File: src/rtl/adder_pkg.sv
// adder_pkg: shared types and helpers for the pipelined carry-lookahead adder
package adder_pkg;
    typedef enum logic {OP_ADD = 1'b0, OP_SUB = 1'b1} add_op_e;
    typedef struct packed {
        logic cout;
        logic c_msb_in;
    } lane_res_t;
    function automatic int lanes(int width, int lane_w);
        return width / lane_w;
    endfunction
endpackage

File: src/rtl/pipelined_cla_adder_if.sv
// pipelined_cla_adder_if: operand/result handshake bundle for the pipelined adder
interface pipelined_cla_adder_if #(parameter int WIDTH = 32);
    logic in_valid, in_ready, cin, sub;
    logic out_valid, out_ready, cout, ovf;
    logic [WIDTH-1:0] a, b, sum;
    modport master (
        output in_valid, a, b, cin, sub, out_ready,
        input in_ready, out_valid, sum, cout, ovf
    );
    modport slave (
        input in_valid, a, b, cin, sub, out_ready,
        output in_ready, out_valid, sum, cout, ovf
    );
endinterface

File: src/rtl/cla_lane.sv
// cla_lane: combinational lane adder built from 4-bit lookahead groups rippled group to group
module cla_lane
    import adder_pkg::*;
#(
    parameter int LANE_W = 8
) (
    input  logic [LANE_W-1:0] a,
    input  logic [LANE_W-1:0] b,
    input  logic              cin,
    output logic [LANE_W-1:0] sum,
    output lane_res_t         res
);
    localparam int GROUPS = LANE_W / 4;
    for (genvar n = 0; n < GROUPS; n++) begin : g_grp
        logic [3:0] gg, pp;
        logic [4:1] cc;
        logic ci;
        if (n == 0) begin : g_c
            assign ci = cin;
        end else begin : g_c
            assign ci = g_grp[n-1].cc[4];
        end
        assign gg = a[4*n +: 4] & b[4*n +: 4];
        assign pp = a[4*n +: 4] ^ b[4*n +: 4];
        assign cc[1] = gg[0] | (pp[0] & ci);
        assign cc[2] = gg[1] | (pp[1] & gg[0]) | (&pp[1:0] & ci);
        assign cc[3] = gg[2] | (pp[2] & gg[1]) | (&pp[2:1] & gg[0]) | (&pp[2:0] & ci);
        assign cc[4] = gg[3] | (pp[3] & gg[2]) | (&pp[3:2] & gg[1]) | (&pp[3:1] & gg[0]) | (&pp & ci);
        assign sum[4*n +: 4] = pp ^ {cc[3:1], ci};
    end
    assign res.cout = g_grp[GROUPS-1].cc[4];
    assign res.c_msb_in = g_grp[GROUPS-1].cc[3];
endmodule

File: src/rtl/pipelined_cla_adder.sv
// pipelined_cla_adder: one carry-lookahead lane per stage, carry registered between stages,
// upper operand lanes skewed forward and finished result lanes de-skewed alongside
module pipelined_cla_adder
    import adder_pkg::*;
#(
    parameter int WIDTH  = 32,
    parameter int LANE_W = 8
) (
    input logic clk,
    input logic rst,
    pipelined_cla_adder_if.slave io
);
    localparam int STAGES = lanes(WIDTH, LANE_W);
    if (WIDTH <= 0 || LANE_W <= 0 || WIDTH % LANE_W != 0 || LANE_W % 4 != 0) begin : g_chk
        $fatal(1, "pipelined_cla_adder: WIDTH must be a positive multiple of LANE_W, LANE_W a multiple of 4");
    end
    logic adv;
    add_op_e op;
    logic [WIDTH-1:0] bx;
    logic [LANE_W-1:0] ls [STAGES];
    lane_res_t fl [STAGES];
    assign op = add_op_e'(io.sub);
    assign bx = op == OP_SUB ? ~io.b : io.b;
    assign adv = !io.out_valid || io.out_ready;
    assign io.in_ready = adv;
    for (genvar k = 0; k < STAGES; k++) begin : g_st
        localparam int RW = (k + 1) * LANE_W;
        localparam int IW = WIDTH - k * LANE_W;
        logic v, c, vi, ci;
        logic [IW-1:0] sa, sb;
        logic [RW-1:0] r, rn;
        if (k == 0) begin : g_src
            assign sa = io.a;
            assign sb = bx;
            assign vi = io.in_valid;
            assign ci = op == OP_SUB || io.cin;
            assign rn = ls[0];
        end else begin : g_src
            assign sa = g_st[k-1].g_sk.ua;
            assign sb = g_st[k-1].g_sk.ub;
            assign vi = g_st[k-1].v;
            assign ci = g_st[k-1].c;
            assign rn = {ls[k], g_st[k-1].r};
        end
        cla_lane #(.LANE_W(LANE_W)) u_lane (
            .a  (sa[LANE_W-1:0]),
            .b  (sb[LANE_W-1:0]),
            .cin(ci),
            .sum(ls[k]),
            .res(fl[k])
        );
        always_ff @(posedge clk or posedge rst) begin
            if (rst) begin
                v <= 1'b0;
                c <= 1'b0;
                r <= '0;
            end else if (adv) begin
                v <= vi;
                c <= fl[k].cout;
                r <= rn;
            end
        end
        // Lanes not yet added travel forward unchanged until their stage
        if (k < STAGES - 1) begin : g_sk
            logic [IW-LANE_W-1:0] ua, ub;
            always_ff @(posedge clk or posedge rst) begin
                if (rst) begin
                    ua <= '0;
                    ub <= '0;
                end else if (adv) begin
                    ua <= sa[IW-1:LANE_W];
                    ub <= sb[IW-1:LANE_W];
                end
            end
        end else begin : g_ov
            logic o;
            always_ff @(posedge clk or posedge rst) begin
                if (rst) o <= 1'b0;
                else if (adv) o <= fl[k].c_msb_in ^ fl[k].cout;
            end
        end
    end
    assign io.out_valid = g_st[STAGES-1].v;
    assign io.sum = g_st[STAGES-1].r;
    assign io.cout = g_st[STAGES-1].c;
    assign io.ovf = g_st[STAGES-1].g_ov.o;
endmodule

File: src/flat_wrapper.sv
// flat-port wrapper written by rule: the top's interface ports become plain ports
module pipelined_cla_adder_flat import adder_pkg::*;
#(
    parameter int WIDTH  = 32,
    parameter int LANE_W = 8
)
  (clk, rst, io_in_valid, io_a, io_b, io_cin, io_sub, io_out_ready, io_in_ready, io_out_valid, io_sum, io_cout, io_ovf);
  pipelined_cla_adder_if #(.WIDTH(WIDTH)) io_i ();
  input logic clk;
  input logic rst;
  input wire logic [$bits(io_i.in_valid)-1:0] io_in_valid;
  input wire logic [$bits(io_i.a)-1:0] io_a;
  input wire logic [$bits(io_i.b)-1:0] io_b;
  input wire logic [$bits(io_i.cin)-1:0] io_cin;
  input wire logic [$bits(io_i.sub)-1:0] io_sub;
  input wire logic [$bits(io_i.out_ready)-1:0] io_out_ready;
  output wire logic [$bits(io_i.in_ready)-1:0] io_in_ready;
  output wire logic [$bits(io_i.out_valid)-1:0] io_out_valid;
  output wire logic [$bits(io_i.sum)-1:0] io_sum;
  output wire logic [$bits(io_i.cout)-1:0] io_cout;
  output wire logic [$bits(io_i.ovf)-1:0] io_ovf;
  assign io_i.in_valid = io_in_valid;
  assign io_i.a = io_a;
  assign io_i.b = io_b;
  assign io_i.cin = io_cin;
  assign io_i.sub = io_sub;
  assign io_i.out_ready = io_out_ready;
  assign io_in_ready = io_i.in_ready;
  assign io_out_valid = io_i.out_valid;
  assign io_sum = io_i.sum;
  assign io_cout = io_i.cout;
  assign io_ovf = io_i.ovf;
  pipelined_cla_adder #(.WIDTH(WIDTH), .LANE_W(LANE_W)) u_core (.clk(clk), .rst(rst), .io(io_i));
endmodule
File: config.mk
export PLATFORM = sky130hd
export DESIGN_NAME = pipelined_cla_adder_flat
export DESIGN_NICKNAME = d
export VERILOG_FILES = /design/src/rtl/adder_pkg.sv /design/src/rtl/pipelined_cla_adder_if.sv /design/src/rtl/cla_lane.sv /design/src/rtl/pipelined_cla_adder.sv /design/src/flat_wrapper.sv
export SDC_FILE = /design/constraint.sdc
export NUM_CORES = 1
export LEC_CHECK = 0
export BUFFER_PORTS_ARGS = -buffer_cell sky130_fd_sc_hd__buf_2
export CORE_MARGIN = 1.5
export CORE_UTILIZATION = 45
export DETAILED_ROUTE_END_ITERATION = 12
export GPL_TIMING_DRIVEN = 1
export PLACE_DENSITY = 0.67
export SYNTH_ARGS = -nofsm -noshare
export SYNTH_HDL_FRONTEND = slang
export SYNTH_SLANG_ARGS = --single-unit
File: constraint.sdc
create_clock -name clk -period 6.51 [get_ports clk]
set_clock_uncertainty 0.15 [all_clocks]
set_input_delay 1.6275 -clock clk [delete_from_list [all_inputs] [get_ports clk]]
set_output_delay 1.6275 -clock clk [all_outputs]
set_load 0.05 [all_outputs]
==> results of run 1 <==
==> cells in the mapped netlist, drive strengths merged, types with 8 or more instances <==
master | count | area share
xor2 | 19 | 0.020
ha | 32 | 0.048
nand2 | 405 | 0.18
fa | 8 | 0.019
inv | 16 | 0.0072
a21oi | 24 | 0.014
a21o | 8 | 0.0072
nor2 | 23 | 0.010
clkbuf | 26 | 0.012
buf | 19 | 0.012
o21ai | 46 | 0.028
dfrtp | 185 | 0.56
xnor2 | 29 | 0.031
==> per-stage QoR <==
stage	utilization	hold WS (ns)
2_1_floorplan	-	0.280
3_3_place_gp	0.500	0.292
3_5_place_dp	0.500	0.297
4_1_cts	0.531	0.312
5_1_grt	0.531	0.322
6_report	0.531	0.308
==> metal layers <==
layer  track usage  vias up  share of wire
li1              -     3030              -
met1         0.258     2714           0.51
met2         0.256      103           0.45
met3        0.0387       12          0.035
met4        0.0570        0          0.011
met5             0        -              0
==> worst max-delay path by stage <==
stage | endpoint | startpoint | slack, ns | cells past startpoint
3_3_place_gp | io_in_ready | io_out_ready | 2.07 | 4
4_1_cts | io_in_ready | io_out_ready | 2.07 | 4
5_1_grt | io_in_ready | io_out_ready | 2.00 | 4
2_1_floorplan | io_in_ready | io_out_ready | 2.08 | 4
6_report | io_in_ready | io_out_ready | 2.08 | 4
3_5_place_dp | io_in_ready | io_out_ready | 2.07 | 4
==> final cells by class <==
| cell class | instances | area share |
|---|---|---|
| tap | 229 | 0.0299 |
| sequential | 185 | 0.483 |
| multi-input combinational | 652 | 0.359 |
| clock buffer | 21 | 0.0470 |
| timing repair buffer | 110 | 0.0601 |
| clock inverter | 9 | 0.0131 |
| inverter | 16 | 0.00718 |
==> cell families (layout without fill, tap and decap cells) <==
group / Yosys count / in the layout / share of synthesized area
flops: 185 / 185 / 0.556
fa+ha+maj: 40 / 40 / 0.0673
xor+xnor: 48 / 48 / 0.0505
buf+inv: 61 / 156 / 0.0310
simple gates: 456 / 456 / 0.215
compound gates: 108 / 108 / 0.0803
==> power groups by stage <==
stage | Sequential (W) | Combinational (W) | Clock, W
after floorplan | 0.00228 | 0.00123 | 0
after CTS | 0.00195 | 0.00204 | 0.00105
final | 0.00195 | 0.00201 | 0.00102
after detailed placement | 0.00197 | 0.00202 | 0
after global routing | 0.00202 | 0.00227 | 0.00109
after global placement | 0.00196 | 0.00197 | 0
==> sequential cells by signal, indices dropped and copies added, names as in the netlist <==
register / flops
u_core.g_st.g_sk.ua: 48
u_core.g_st.g_sk.ub: 48
u_core.g_st.r: 48
u_core.io.sum: 32
u_core.g_st.c: 3
u_core.g_st.v: 3
u_core.io.cout: 1
u_core.io.out_valid: 1
u_core.io.ovf: 1
==> results.md, run 1 <==
- Storage element area: approximately 4600 um^2
- HP Start: u_core.g_st[2].v
- Routed wire length: between 15,000 and 20,000 um
- Final setup vio count: 0
- Mapped Nets: 1,008
- GP Congestion: 0.786
- R2R depth: 6
- RSZ-0062 raised after global routing: false
- Core area: between 15,000 and 20,000 um^2
- Total track usage: 0.174
- CP delay by family, top: buffers and inverters
- Die H: 139 um
- Final Slew Violations: 0
- Deepest clock path buffer count: 2
- DRC: 0
- PD cells: 520 nW/um^2
- Drt pass-1 iters: 4
- Drt first-iter violations: about 360
- Row cnt: a little under 50
- First-pass GRT wire length: 27,400 um
- EDFF count, synth: 0
- Initial antenna violation count: 0
- Reg power frac: 0.392
- Wire per inst: 12.9 um
- Clk slew on worst S/H paths: around 0.06 ns
- Sequential area share after synthesis: 0.556
- Overall Power: 0.00498 W
- Peak supply drop: 0.400 mV
- Critical R2R Launch: u_core.io.out_valid
- Fin cells: 1,222
- Crit path max fanout: 95
- Worst hold path depth: 1
- Synth async-reset ratio: 1.00
- CTS tree: done
- Hold EP: u_core.io.out_valid
- Worst Hold Class: reg -> reg
- Static Leakage: about 5.0 nW
- Die area: 19,300 um^2
- F_max: 226 MHz
- Setup ws final: 2.08 ns
- Cells after Synth: 898
- Logic pwr share: 0.404
- CTS root buffer: clkbuf_16
- Placed Area: 9000 um^2
- Vias in the first global route: 5,652
- Post-DP HPWL: 9960 um
- Slowest cell on the critical path: inv_6
- Worst skew pair latency: 0.42 ns
- P_int: 0.00297 W
- Fill count: 1,726
- CTS Buf Count: 17
- Worst-Margin Slew: 1.01 ns
- Synth Area per Inst: 9.27 um^2
- Clk pwr share: 0.205
- Buf+Inv Stages, Crit Path: 3
- Number of library cell types mapped by synthesis: 49
- ANT nets after route: 0
- Nets: 1,092
- Post-CTS sizing: 0
- Ant diodes: 0
- Outcome: complete, no violations
- Pre-CTS worst setup slack: 2.07 ns
- Setup TNS: 0 ns
- Arrival @ worst endpoint: 2.66 ns
- Setup bufs post-CTS: 0
- Synthesis-to-layout area growth: 15.1%
- Post-synthesis instance area: 8320 um^2
- Global route overflow: 0
- Die Wd: 139 um
- Relative slew margins: 0.328
- Final hold vios: 0
- Largest net degree at the start of global routing: 186
- Multi-input logic area: around 3400 um^2
- Yosys warning total: 0
- Cells after DPL: 1,192
- Post-route cell area: 9580 um^2
- Vias: roughly 5,900
- Hold buffers post-CTS: 0
- Setup crit start kind: input port
- Worst EP required: 4.73 ns
- Most used DFF post-synth: dfrtp_1
- Crit-path cells: buf_2 -> nor2b_4 -> inv_6 -> buf_2
- Sw power: between 0.002 and 0.0025 W
- # clock sinks: approximately 190
- Commonest non-fill, non-tap cell in the layout: nand2_1
- Most frequent cells in the layout: nand2_1, dfrtp_1, buf_2
- Crit path capture type: primary output
- CP most frequent cell: buf_2
- Max_cap viols: 0
- I/O pins: between 100 and 150
- Reg-to-reg critical path endpoint: u_core.g_st[1].c
- Slowest Stage Delay on Critical Path: 0.45 ns
- CTS H-tree depth: 4
- Minimum clock period after layout: 4.43 ns
- Sw frac: 0.403
- Final period utilization: 0.681
- Initial Util: 0.462
- Vias/cell: 4.79
- FF+latch count, synth: roughly 190
- Layout cells sized above 1: 0.145
- Count of input and output buffers: 105
- Critical path class: in -> out
- Reg2reg setup slack: around 3.5 ns
Note: power is estimated with default switching activity, not from simulation.
==> run 2: changes to the inputs <==
--- a/config.mk
+++ b/config.mk
@@ -5,12 +5,12 @@
 export SDC_FILE = /design/constraint.sdc
 export NUM_CORES = 1
 export LEC_CHECK = 0
+export ABC_AREA = 1
 export BUFFER_PORTS_ARGS = -buffer_cell sky130_fd_sc_hd__buf_2
 export CORE_MARGIN = 1.5
 export CORE_UTILIZATION = 45
 export DETAILED_ROUTE_END_ITERATION = 12
 export GPL_TIMING_DRIVEN = 1
-export PLACE_DENSITY = 0.67
 export SYNTH_ARGS = -nofsm -noshare
 export SYNTH_HDL_FRONTEND = slang
 export SYNTH_SLANG_ARGS = --single-unit
==> constraint.sdc (replaced) <==
create_clock -name clk -period 4.6 [get_ports clk]
set_clock_uncertainty 0.15 [all_clocks]
set_input_delay 1.15 -clock clk [delete_from_list [all_inputs] [get_ports clk]]
set_output_delay 1.15 -clock clk [all_outputs]
set_load 0.05 [all_outputs]
==> results.md, run 2 <==
- Outcome: complete, no violations
- Die Wd: 141 um (+1.3%)
- Cells after Synth: 970 (+8.0%)
- Initial antenna violation count: 0 (unchanged)
- Vias in the first global route: 6,067 (+7.3%)
- Worst-Margin Slew: 1.05 ns (+0.0377 ns)
- PD cells: 726 nW/um^2 (+40%)
- Row cnt: 50 (+2.0%)
- Worst EP required: 3.30 ns (-1.43 ns)
- Drt pass-1 iters: 4 (unchanged)
- Most frequent cells in the layout: nand2_1, dfrtp_1, buf_2
- Static Leakage: 5.18 nW (+4.6%)
- I/O pins: 106 (unchanged)
- Final setup vio count: 0 (unchanged)
- Cell with the most instances after synthesis: nand2_1
- Relative slew margins: 0.303 (-0.0252)
- Mapped Nets: 1,080 (+7.1%)
- Deepest clock path buffer count: 2 (unchanged)
- Post-DP HPWL: 10,300 um (+3.7%)
- Nets: 1,166 (+6.8%)
- Final Slew Violations: 0 (unchanged)
- Crit path capture type: primary output
- Overall Power: 0.00711 W (+43%)
- Synth Area per Inst: 8.81 um^2 (-5.0%)
- Max_cap viols: 0 (unchanged)
- GP Congestion: 0.786 (about the same)
- CP most frequent cell: buf_2
- Layout cells sized above 1: 0.150 (+0.00466)
- Drt first-iter violations: 306 (-14%)
- Total track usage: 0.177 (+0.00261)
- Post-CTS sizing: 0 (unchanged)
- FF+latch count, synth: 185 (unchanged)
- Final period utilization: 0.715
- Post-synthesis instance area: 8540 um^2 (+2.6%)
- Post-synthesis xor/xnor area fraction: 0.0420 (-0.00848)
- Final hold vios: 0 (unchanged)
- Cells after DPL: 1,271 (+6.6%)
- Fin cells: 1,303 (+6.6%)
- CTS Buf Count: 17 (unchanged)
- Crit path max fanout: 48 (-49%)
- Setup TNS: 0 ns (unchanged)
- Post-synth top area share: 0.542 (-0.0143)
- Complex-gate fraction of the synthesized area: 0.0548 (-0.0255)
- Die H: 141 um (+1.3%)
- Slowest cell on the critical path: buf_2
- Synthesis-to-layout area growth: 14.7%
- Area contributors post-synth: dfrtp_1, nand2_1, ha_1
- Hold buffers post-CTS: 0 (unchanged)
- F_max: about 300 MHz
- Ant diodes: 0 (unchanged)
- Storage element area: 4630 um^2 (unchanged)
- Setup crit start kind: input port
- Setup bufs post-CTS: 0 (unchanged)
- Main combinational cell family by area after synthesis: simple AND/OR/NAND/NOR gates
- ANT nets after route: 0 (unchanged)
- Synth cell count leaders: nand2_1, dfrtp_1, o21ai_0
- CTS H-tree depth: 4 (unchanged)
- Cell taking the most area after synthesis: dfrtp_1
- Simple-Gate Fraction of Synth Area: 0.247 (+0.0327)
- Initial Util: 0.458 (-0.00350)
- Worst Hold Class: reg -> reg
- Commonest non-fill, non-tap cell in the layout: nand2_1
- Fraction of synthesized area in multiplexers: 0 (unchanged)
- Die area: 19,800 um^2 (+2.6%)
- # clock sinks: 185 (unchanged)
- Clk slew on worst S/H paths: 0.07 ns (about the same)
- Critical path class: in -> out
- Global route overflow: 0 (unchanged)
- First-pass GRT wire length: 28,300 um (+3.5%)
- Core area: 18,600 um^2 (+3.4%)
- Synth async-reset ratio: 1.00 (unchanged)
- Sequential area share after synthesis: 0.542 (-0.0143)
- Count of input and output buffers: 105 (unchanged)
- EDFF count, synth: 0 (unchanged)
- CTS tree: done
- DRC: 0 (unchanged)
- Largest regs: u_core.g_st.g_sk.ua (48), u_core.g_st.g_sk.ub (48), u_core.g_st.r (48)
- Largest net degree at the start of global routing: 223 (+20%)
- Routed wire length: 16,300 um (+3.5%)
- Fill count: 1,798 (+4.2%)
- Vias/cell: 4.75 (-0.84%)
- Peak supply drop: 0.852 mV (+110%)
- CTS root buffer: clkbuf_16
- Vias: 6,195 (+5.7%)
- Most used DFF post-synth: dfrtp_1
- RSZ-0062 raised after global routing: false
- Number of library cell types mapped by synthesis: 32 (-35%)
- Post-Synth Adder-Cell Area: 0.0656 (-0.00174)
- Wire per inst: 12.5 um (-3.0%)
- Worst skew pair latency: 0.43 ns (about the same)
- Slowest Stage Delay on Critical Path: 0.35 ns (-0.10 ns)
- Crit-path cells: buf_2 -> nor2_4 -> inv_4 -> buf_2
- Minimum clock period after layout: 3.29 ns
- Multi-input logic area: 3500 um^2 (+1.7%)
- Arrival @ worst endpoint: 1.99 ns (-0.67 ns)
- Yosys warning total: 0 (unchanged)
-- run 2: cell type report --
cell class / count / share of cell area
Clock inverter: 12 / 0.0169
Timing Repair Buffer: 111 / 0.0608
Tap cell: 234 / 0.0299
Inverter: 43 / 0.0171
Clock buffer: 20 / 0.0456
Multi-Input combinational cell: 698 / 0.357
Sequential cell: 185 / 0.472
-- run 2: cell families (layout without fill, tap and decap cells) --
| kind of cell | after synthesis | count (layout) |
|---|---|---|
| AO/OA/AOI/OAI | 89 | 89 |
| XOR/XNOR | 41 | 41 |
| buffers and inverters | 87 | 186 |
| AND/OR/NAND/NOR | 528 | 528 |
| adder cells (fa/ha/maj) | 40 | 40 |
| flip-flops | 185 | 185 |
-- run 2: power by group --
part	switching (W)	total, W	internal [W]
combinational	0.00190	0.00284	0.000948
sequential	0.000395	0.00275	0.00235
clock	0.000645	0.00152	0.000878
total	0.00293	0.00711	0.00418
-- run 2: worst paths after layout --
kind / startpoint / cells past startpoint / end / slack [ns]
min: u_core.g_st[2].v / 2 / u_core.io.out_valid / 0.31
max: io_out_ready / 4 / io_in_ready / 1.31
min in group asynchronous: rst / 3 / u_core.g_st[2].r[11] / 0.68
max reg2reg: u_core.io.out_valid / 5 / u_core.g_st[0].g_sk.ua[0] / 2.23
max in group asynchronous: rst / 3 / u_core.io.sum[28] / 2.88
min reg2reg: u_core.g_st[2].v / 2 / u_core.io.out_valid / 0.31
-- run 2: critical path: cells and delay by family --
| kind | cells | cell delay (ns) |
|---|---|---|
| buffers and inverters | 3 | 0.78 |
| and+or+nand+nor | 1 | 0.05 |
-- run 2: per-stage QoR --
step,hold WS [ns],setup WS [ns],utilization,area (um^2)
2_1_floorplan,0.270,0.921,-,8550
3_3_place_gp,0.299,1.29,0.493,9190
3_5_place_dp,0.296,1.27,0.493,9190
4_1_cts,0.319,1.29,0.526,9800
5_1_grt,0.337,1.25,0.526,9800
6_report,0.315,1.31,0.526,9800
-- run 2: layer usage --
layer / track usage / part of all wire
met5: 0 / 0
met4: 0.0565 / 0.013
met3: 0.0350 / 0.028
met2: 0.287 / 0.45
met1: 0.240 / 0.50
==> run 3: changes to the inputs <==
--- a/config.mk
+++ b/config.mk
@@ -11,6 +11,7 @@
 export CORE_UTILIZATION = 45
 export DETAILED_ROUTE_END_ITERATION = 12
 export GPL_TIMING_DRIVEN = 1
+export PLACE_DENSITY = 0.67
 export SYNTH_ARGS = -nofsm -noshare
 export SYNTH_HDL_FRONTEND = slang
 export SYNTH_SLANG_ARGS = --single-unit
==> constraint.sdc (replaced) <==
create_clock -name clk -period 2.9 [get_ports clk]
set_clock_uncertainty 0.15 [all_clocks]
set_input_delay 0.725 -clock clk [delete_from_list [all_inputs] [get_ports clk]]
set_output_delay 0.725 -clock clk [all_outputs]
set_load 0.05 [all_outputs]
==> results.md, run 3 (synthesis results as in run 2) <==
- CP Capture Point: u_core.g_st[0].r[7]
- Global route overflow: 0 (unchanged)
- Crit path max fanout: 28 (-42%)
- Deepest clock path buffer count: 2 (unchanged)
- CTS root buffer: clkbuf_16
- Row cnt: 50 (unchanged)
- Sw frac: 0.413 (+0.000696)
- CTS tree: done
- Crit path capture type: flip-flop
- Setup bufs post-CTS: 0 (unchanged)
- Logic pwr share: 0.406 (+0.006)
- Worst-Margin Slew: 0.609 ns (-0.437 ns)
- Most frequent cells in the layout: nand2_1, dfrtp_1, buf_2
- Overall Power: 0.0112 W (+57%)
- Reg power frac: 0.391 (+0.005)
- Post-DP HPWL: 10,400 um (+0.69%)
- Final period utilization: 0.837
- Hold buffers post-CTS: 0 (unchanged)
- Final hold vios: 0 (unchanged)
- Core area: 18,600 um^2 (unchanged)
- Initial antenna violation count: 0 (unchanged)
- Static Leakage: 5.21 nW (+0.54%)
- Final Slew Violations: 0 (unchanged)
- Commonest non-fill, non-tap cell in the layout: nand2_1
- ANT nets after route: 0 (unchanged)
- Nets: 1,169 (+0.26%)
- Post-CTS sizing: 0 (unchanged)
- Ant diodes: 0 (unchanged)
- Initial Util: 0.458 (unchanged)
- RSZ-0062 raised after global routing: false
- Reg-to-reg critical path endpoint: u_core.g_st[2].r[21]
- Layout cells sized above 1: 0.150 (+0.000654)
- Worst EP required: 3.12 ns (-0.18 ns)
- Reg2reg setup slack: 0.75 ns (-1.48 ns)
- CTS H-tree depth: 4 (unchanged)
- I/O pins: 106 (unchanged)
- PD cells: 1140 nW/um^2 (+57%)
- Peak supply drop: 0.853 mV (+0.10%)
- Clk slew on worst S/H paths: 0.06 ns (about the same)
- GP Congestion: 0.824 (+4.8%)
- Pre-CTS worst setup slack: 0.00818 ns (-1.26 ns)
- Minimum clock period after layout: 2.43 ns
- Relative slew margins: 0.594 (+0.292)
- Critical path startpoint: io_sub
- F_max: 412 MHz
- Largest net degree at the start of global routing: 148 (-34%)
- Drt first-iter violations: 353 (+15%)
- Die Wd: 141 um (unchanged)
- Vias in the first global route: 6,002 (-1.1%)
- First-pass GRT wire length: 27,900 um (-1.3%)
- R2R depth: 7 (+2)
- Share of the core filled with cells: 0.527 (+0.00161)
- Drt pass-1 iters: 4 (unchanged)
- Synthesis-to-layout area growth: 15.0%
- Wire per inst: 12.3 um (-1.8%)
- Worst Hold Class: in -> async
- Worst skew pair latency: 0.43 ns (about the same)
- Critical path class: in -> reg
- CTS Buf Count: 17 (unchanged)
- Vias/cell: 4.78 (+0.52%)
- Count of input and output buffers: 105 (unchanged)
- Outcome: complete, no violations
- Routed wire length: 16,100 um (-1.6%)
- Die area: 19,800 um^2 (unchanged)
- DRC: 0 (unchanged)
- Die H: 141 um (unchanged)
- Sw power: 0.00462 W (+57%)
- Vias: 6,237 (+0.68%)
- Max_cap viols: 0 (unchanged)
- Total track usage: 0.176 (-0.000489)
- Setup crit start kind: input port
- P_int: 0.00656 W (+57%)
- Setup ws final: 0.474 ns (-0.837 ns)
- # clock sinks: 185 (unchanged)
- Largest regs: u_core.g_st.g_sk.ua (48), u_core.g_st.g_sk.ub (48), u_core.g_st.r (48)
- Clk pwr share: 0.204 (-0.010)
- Final setup vio count: 0 (unchanged)
- Critical R2R Launch: u_core.g_st[1].g_sk.ub[1]
- Arrival @ worst endpoint: 2.65 ns (+0.66 ns)
run 3: final cells by class:
cell class | count | area, um^2
timing repair buffer | 114 | 668
tap | 234 | 293
multi-input combinational | 698 | 3500
sequential | 185 | 4630
clock buffer | 21 | 450
clock inverter | 10 | 119
inverter | 43 | 168
fill | 1755 | 8810
run 3: routing by layer:
| metal | part of all wire | vias to the layer above | global-route usage | routed length, um |
|---|---|---|---|---|
| li1 | - | 3209 | - | - |
| met1 | 0.48 | 2882 | 0.233 | 7750 |
| met3 | 0.037 | 25 | 0.0384 | 597 |
| met5 | 0 | - | 0 | 0 |
| met4 | 0.020 | 0 | 0.0757 | 329 |
| met2 | 0.46 | 121 | 0.282 | 7410 |
run 3: power groups by stage:
stage,Clock [W],Sequential (W),Combinational (W)
final,0.00227,0.00437,0.00453
after global routing,0.00244,0.00451,0.00520
after detailed placement,0,0.00441,0.00457
after floorplan,0,0.00510,0.00287
after CTS,0.00233,0.00438,0.00461
after global placement,0,0.00438,0.00447
run 3: critical path, stage by stage:
cell and delay [ns]:
buf_2 0.23, buf_4 0.50, xor2_1 0.20, ha_1 0.29, a21o_1 0.22, a21oi_1 0.18
nand2_1 0.08, nand2_1 0.07, nand3_1 0.07, nand2_1 0.08
run 3: per-stage QoR:
| step | hold slack, ns | TNS [ns] | instances | cell area (um^2) |
|---|---|---|---|---|
| after floorplan | 0.270 | -65.40 | 970 | 8550 |
| after global placement | 0.287 | 0 | 1274 | 9260 |
| after detailed placement | 0.290 | 0 | 1274 | 9260 |
| after CTS | 0.0453 | 0 | 1305 | 9830 |
| after global routing | 0.0488 | 0 | 1305 | 9830 |
| final | 0.0591 | 0 | 1305 | 9830 |
run 3: worst min path at each step:
stage / to / slack [ns] / depth (start not counted)
floorplan: u_core.io.out_valid / 0.27 / 2
global placement: u_core.io.out_valid / 0.29 / 2
detailed placement: u_core.io.out_valid / 0.29 / 2
CTS: u_core.g_st[2].r[10] / 0.05 / 2
global route: u_core.g_st[2].r[12] / 0.05 / 2
finish: u_core.g_st[2].r[12] / 0.06 / 2
